**config.mk**
```make
export PLATFORM = sky130hd
export DESIGN_NAME = eight_way_result_demux
export DESIGN_NICKNAME = d
export VERILOG_FILES = /design/src/rtl/eight_way_result_demux.sv
export SDC_FILE = /design/constraint.sdc
export NUM_CORES = 1
export LEC_CHECK = 0
export BUFFER_PORTS_ARGS = -buffer_cell sky130_fd_sc_hd__buf_2
export CAP_MARGIN = 20
export CORE_MARGIN = 2
export CORE_UTILIZATION = 45
export CTS_CLUSTER_SIZE = 40
export DETAILED_ROUTE_END_ITERATION = 10
export PLACE_DENSITY = 0.71
export SKIP_LAST_GASP = 1
export SLEW_MARGIN = 20
export SYNTH_ARGS = -nofsm -noshare
export SYNTH_HDL_FRONTEND = slang
export SYNTH_SLANG_ARGS = --single-unit
```
**constraint.sdc**
```tcl
create_clock -name clk_i -period 12.1 [get_ports clk_i]
set_clock_uncertainty 0.05 [all_clocks]
set_input_delay 0.605 -clock clk_i [delete_from_list [all_inputs] [get_ports clk_i]]
set_output_delay 0.605 -clock clk_i [all_outputs]
set_load 0.05 [all_outputs]
```
**src/rtl/eight_way_result_demux.sv**
```systemverilog
// Write-side result demux: steers one tagged result per cycle into one of eight holding registers
// with per-channel valid/ack handshakes. Define DEMUX_BROADCAST_EN to add the bcast_i port.
module eight_way_result_demux #(
    parameter int unsigned WIDTH    = 32,
    parameter int unsigned CHANNELS = 8
) (
    input  logic                        clk_i,
    input  logic                        rst_ni,
    input  logic                        in_valid_i,
    output logic                        in_ready_o,
    input  logic [2:0]                  sel_i,
    input  logic [WIDTH-1:0]            in_data_i,
`ifdef DEMUX_BROADCAST_EN
    input  logic                        bcast_i,
`endif
    output logic [CHANNELS*WIDTH-1:0]   ch_data_o,
    output logic [CHANNELS-1:0]         ch_valid_o,
    input  logic [CHANNELS-1:0]         ch_ack_i,
    output logic [3:0]                  occupancy_o,
    output logic [15:0]                 wr_count_o
);

    logic [CHANNELS*WIDTH-1:0] ch_data_q, ch_data_d;
    logic [CHANNELS-1:0]       ch_valid_q, ch_valid_d;
    logic [3:0]                occupancy_q, occupancy_d;
    logic [15:0]               wr_count_q, wr_count_d;
    logic [CHANNELS-1:0]       ack_eff;
    logic                      bcast;
    logic                      accept;

`ifdef DEMUX_BROADCAST_EN
    assign bcast = bcast_i;
`else
    assign bcast = 1'b0;
`endif

    // Ready looks only at registered flags, so an ack never frees a channel in the same cycle.
    assign in_ready_o = bcast ? (ch_valid_q == '0) : ~ch_valid_q[sel_i];
    assign accept     = in_valid_i & in_ready_o;
    assign ack_eff    = ch_ack_i & ch_valid_q;

    always_comb begin
        ch_data_d   = ch_data_q;
        ch_valid_d  = ch_valid_q & ~ack_eff;
        wr_count_d  = wr_count_q;
        occupancy_d = '0;
        if (accept) begin
            wr_count_d = wr_count_q + 16'd1;
            for (int i = 0; i < CHANNELS; i++) begin
                if (bcast || (sel_i == i[2:0])) begin
                    ch_valid_d[i]                = 1'b1;
                    ch_data_d[i*WIDTH +: WIDTH]  = in_data_i;
                end
            end
        end
        for (int i = 0; i < CHANNELS; i++) begin
            occupancy_d = occupancy_d + {3'b000, ch_valid_d[i]};
        end
    end

    always_ff @(posedge clk_i or negedge rst_ni) begin
        if (!rst_ni) begin
            ch_data_q   <= '0;
            ch_valid_q  <= '0;
            occupancy_q <= '0;
            wr_count_q  <= '0;
        end else begin
            ch_data_q   <= ch_data_d;
            ch_valid_q  <= ch_valid_d;
            occupancy_q <= occupancy_d;
            wr_count_q  <= wr_count_d;
        end
    end

    assign ch_data_o   = ch_data_q;
    assign ch_valid_o  = ch_valid_q;
    assign occupancy_o = occupancy_q;
    assign wr_count_o  = wr_count_q;

endmodule

```
After elaboration in Yosys (flattened, before gate mapping). Cells that the tools add are included.

Add/sub/neg operators: 8. Multipliers: 0. Div/mod/pow operators: 0. Magnitude comparators: 1. Eq/ne operators: 7. Shifts and indexed selects: 0. Mux-type cells: 11. Bitwise logic cells: 5. Reduce and logical (&&, ||, !) cells: 9.

Operator list (count): adder 16 x 1 -> 16 bit (second input constant) (1); adder 4 x 1 -> 4 bit (4); bitwise AND 8 bit (2); AND reduction 2 bit (8); equality test 3 bit (second input constant) (4); two-way mux 1 bit (9); two-way mux 8 bit (1); NOT 8 bit (1); equality test 3 x 2 -> 1 bit (second input constant) (2); adder 3 x 1 -> 4 bit (1); less-than comparator 3 x 4 -> 1 bit (second input constant) (1); adder 2 x 1 -> 3 bit (1); binary-select mux 1 bit (select 3 bit) (1); equality test 3 x 1 -> 1 bit (second input constant) (1); zero test 3 bit (1); adder 1 x 1 -> 2 bit (1); bitwise AND 1 bit (1); NOT 1 bit (1).

Flip-flop bits (word level): 284. Bits in latches: 0. Bits in writable memories: 0. Bits in read-only memories: 0. Logic and storage cells: 52. Memories kept: 0.

Longest topological paths before layout.
Depth after elaboration: 12. Mapped depth: 18. Depth with buffers taken out: 14.

Least setup slack after synthesis. Ideal clock, no wire load.

Path type: input to register. From: input sel_i[1]. To: register occupancy_q[2] (netlist: occupancy_o[2]). Setup time: 0.123 ns. Arrival: 4.207 ns. Slack: 7.721 ns. Stages on the path: 18. Path through: buf_6 -> mux2i_1 -> a22oi_1 -> o211ai_2 -> buf_6 -> and3_1 -> buf_2 -> buf_6 -> a21o_1 -> fa_1 -> fa_1 -> inv_1 -> fa_1 -> inv_1 -> ha_1 -> inv_1 -> fa_1 -> xnor2_1.

Word-level cells in the longest chain between the ends: 12.

RTL lines: from (decl) (RTL line 11) `input logic [2:0] sel_i,`; binary-select mux 1 bit (select 3 bit) (RTL line 38) `assign in_ready_o = bcast ? (ch_valid_q == '0) : ~ch_valid_q[sel_i];`; two-way mux 1 bit (not written as such) (RTL line 38); NOT 1 bit (RTL line 38); bitwise AND 1 bit (RTL line 39) `assign accept = in_valid_i & in_ready_o;`; two-way mux 8 bit * (RTL line 47) `if (accept) begin`; via ch_valid_d[0] (RTL line 24) `logic [CHANNELS-1:0] ch_valid_q, ch_valid_d;`; adder 1 x 1 -> 2 bit * (RTL line 57) `occupancy_d = occupancy_d + {3'b000, ch_valid_d[i]};`; adder 2 x 1 -> 3 bit * (RTL line 57); adder 3 x 1 -> 4 bit * (RTL line 57); adder 4 x 1 -> 4 bit * (4 in series) (RTL line 57); via occupancy_d[2] (RTL line 25) `logic [3:0] occupancy_q, occupancy_d;`; to (signal assigned) (RTL line 70) `occupancy_q <= occupancy_d;`; to (decl) (RTL line 25).

The timed path passes the listed nets; every way through them passes the cells marked *. The select of a mux whose other input is x is not followed. A chain may end at the register's enable or synchronous reset.

Worst setup path in the final report.
From: register ch_valid_q[7] (netlist: ch_valid_o[7]). To: register occupancy_q[1] (netlist: occupancy_o[1]).

RTL lines: from (decl) (RTL line 24); from (signal assigned) (RTL line 69) `ch_valid_q <= ch_valid_d;`; binary-select mux 1 bit (select 3 bit) (RTL line 38); two-way mux 1 bit (not written as such) (RTL line 38); NOT 1 bit (RTL line 38); bitwise AND 1 bit (RTL line 39); two-way mux 8 bit (RTL line 47); via ch_valid_d[3] (RTL line 24); adder 3 x 1 -> 4 bit (RTL line 57); adder 4 x 1 -> 4 bit (4 in series) (RTL line 57); via occupancy_d[1] (RTL line 25).

The timed path passes the listed nets, and every way through them passes these cells. The select of a mux whose other input is x is not followed.

==> results.cfg <==
[timing]
tightest_slew_ns = 1.01
clock.fmax_ghz = 0.201
drv_slew = 0
tns_ns = 0
fin_crit_ns = 4.98
min_period_over_period_pct = 41.1
rsz0062_at_grt = no
hold_viol_final = 0
max_slew_margin_pct = 32.7
finalSetupViolations = 0

[clocking]
cts_root_buf = clkbuf_16
htree_num_levels = 1
clk_latency_ns = 0.53
cts_tree = yes
cts_resized = 0
cts_setup_buffers = 0
path_clk_slew_ns = 0.06
cts_hold_buf = 0
numCtsBuffers = 29
cts.sinks = 284
clk_path_buf_depth = 3

[die]
ioPinCount = 331
die_x_um = 160
dieArea_um2 = 25700
fp-row-count = 57
core_area_um2 = 24200
start_util_pct = 45.5
die_y_um = 160

[setup_path]
start_kind = flip-flop
critical_path_class = flip-flop to flip-flop
arrival_ns = 5.35
cpMaxStageDelayCell = and4_2
critPathMaxStageDelay_ns = 1.00
worstPathCellList = mux2_4 > o211ai_2 > and4_2 > a21o_1 > fa_1 > fa_1 > inv_1 > fa_1 > inv_1 > ha_1 > inv_1 > fa_1 > inv_1
end_kind = flip-flop
worstPathRequired_ns = 12.47
path_max_fanout = 33

[routing]
drc = 0
detail_route.wl_per_cell_um = 20.1
routed_wl_um = 27300
final_antenna_net_count = 0
vias = 6947
firstDrtPassIters = 4
drt_iter0_markers = 460
via_per_inst = 5.12

[finish]
final_area_um2 = 13800
layout.cells.non_filler = 1357
layout_commonest_cell = buf_2
num-fill-cells = 2027
layout_common_cells = buf_2 (329), dfrtp_1 (284), mux2_2 (244), clkbuf_16 (29)
nNetsFinal = 1064
drive_gt1_share_pct = 61.2
area_growth_pct = 25.7

[pwr]
power.density_nw_per_um2 = 267
vdd_drop_max_v = 0.000166
power.internal_mw = 2.08
p_seq_share_pct = 35.7
power.leakage_nw = 6.82
swShare_pct = 43.7
switching_power_mw = 1.61
pwr-share-comb_pct = 40.2
clock_power_share_pct = 24.1
totalPowerFinal_mw = 3.69

[worst_hold_path]
hp-class = input port to async pin

[placed_design]
routabilityCongestion = 0.802
post-dp-hpwl_um = 18100
io_buffers = 330
dp.cells = 1303
placed_area_um2 = 12900

[logic_synthesis]
synth_nets = 734
synth-seq-area-share_pct = 64.6
synthCells = 680
yosys_warnings = 0
yosys.cell_types.count = 29
syn_avg_cell_area_um2 = 16.2
ys_ff_latch = 284
syn-cell-area_um2 = 11000

[status]
status = finished, final reports clean

[global_routing]
grt_max_degree = 161
grt_pass1_vias = 7160
grt_pass1_wl_um = 42700
overflow = 0
grt_use_total_pct = 21.2
antenna_found_initial = 1

[flow_run]
cap_violations = 0
==> synth_stat cells <==
cell | n | share of area (%)
dfrtp_1 | 284 | 65
and3_1 | 8 | 0.45
buf_6 | 11 | 1.1
mux2_2 | 244 | 25
a21oi_1 | 3 | 0.14
a21o_1 | 8 | 0.55
and4_1 | 2 | 0.16
nor4_1 | 1 | 0.057
nor2_1 | 3 | 0.10
o211ai_2 | 1 | 0.11
fa_1 | 4 | 0.73
nand2_1 | 10 | 0.34
inv_1 | 16 | 0.55
nor2b_1 | 4 | 0.23
mux2_1 | 13 | 1.3
xnor2_1 | 16 | 1.3
ha_1 | 4 | 0.45
nor3b_4 | 1 | 0.17
mux2_4 | 1 | 0.14
a22oi_1 | 1 | 0.068
nor3_1 | 3 | 0.14
and3b_1 | 1 | 0.080
nand4_1 | 4 | 0.23
clkbuf_1 | 2 | 0.068
mux2i_1 | 3 | 0.27
nor4b_4 | 1 | 0.22
buf_2 | 18 | 0.82
nand3_1 | 10 | 0.45
buf_4 | 3 | 0.20
==> cells by family (layout without fill, tap and decap cells) <==
logic type                 after synthesis  in the layout  share of synthesized area, %
DFF                                    284            284                          64.6
muxes                                  261            261                          26.7
buffers and inverters                   50            402                          2.76
and+or+nand+nor                         48             48                          2.63
xor gates and xnor gates                16             16                          1.27
AOI/OAI and AO/OA                       13             13                         0.864
adders and majority gates                8              8                          1.18
other                                    0              1                             0
==> worst max-delay path, delay by kind of cell, from the launching register on <==
kind / cells / cell delay (ns)
buffers and inverters: 4 / 0.21
muxes: 1 / 0.27
AOI/OAI and AO/OA: 2 / 0.89
and+or+nand+nor: 1 / 1.00
DFF: 1 / 0.40
adders and majority gates: 5 / 2.04
==> power by group through the flow <==
stage | Combinational (mW) | Clock, mW | Sequential [mW]
2_1_floorplan | 0.241 | 0 | 2.20
3_3_place_gp | 1.48 | 0 | 1.32
3_5_place_dp | 1.49 | 0 | 1.33
4_1_cts | 1.50 | 0.912 | 1.32
5_1_grt | 1.54 | 0.951 | 1.35
6_report | 1.48 | 0.889 | 1.32
==> flip-flops by register name (all words and copies together), names as in the netlist <==
signal and flops:
occupancy_o 4, ch_data_o 256, ch_valid_o 8, wr_count_o 16
==> final cells by class <==
type / count / area [um2] / area share (%)
multi-input combinational: 346 / 3600 / 26.0
clock buffer: 45 / 866 / 6.26
tap: 324 / 405 / 2.93
timing repair buffer: 333 / 1700 / 12.3
inverter: 16 / 60.1 / 0.434
clock inverter: 8 / 95.1 / 0.687
antenna: 1 / 2.50 / 0.0181
sequential: 284 / 7110 / 51.4
==> metal layers <==
metal	GRT usage [%]	routed length, um	part of all wire (%)
met5	0	11	0.040
met2	33.6	12500	46
met4	7.49	979	3.6
met1	28.5	11700	43
met3	5.42	2090	7.7
==> final timing paths <==
kind                                         endpoint  slack [ns]                 startpoint  depth (start not counted)
max                          occupancy_o[1]$_DFF_PN0_        7.12    ch_valid_o[7]$_DFF_PN0_                         13
min                         ch_data_o[82]$_DFFE_PN0P_         0.1                     rst_ni                          1
max reg2reg                  occupancy_o[1]$_DFF_PN0_        7.12    ch_valid_o[7]$_DFF_PN0_                         13
min reg2reg                 ch_data_o[34]$_DFFE_PN0P_        0.43  ch_data_o[34]$_DFFE_PN0P_                          1
max in group asynchronous  ch_data_o[153]$_DFFE_PN0P_       10.54                     rst_ni                          2
min in group clk_i            ch_valid_o[7]$_DFF_PN0_        0.33                ch_ack_i[7]                          3
==> stage by stage <==
stage	utilization, %	hold slack [ns]	setup WS, ns
2_1_floorplan	-	0.259	7.72
3_5_place_dp	53.2	0.414	6.61
4_1_cts	57.2	0.146	7.06
5_1_grt	57.2	0.180	6.81
6_report	57.2	0.0977	7.12
3_3_place_gp	53.2	0.413	6.74
Note: power is estimated with default switching activity, not from simulation.
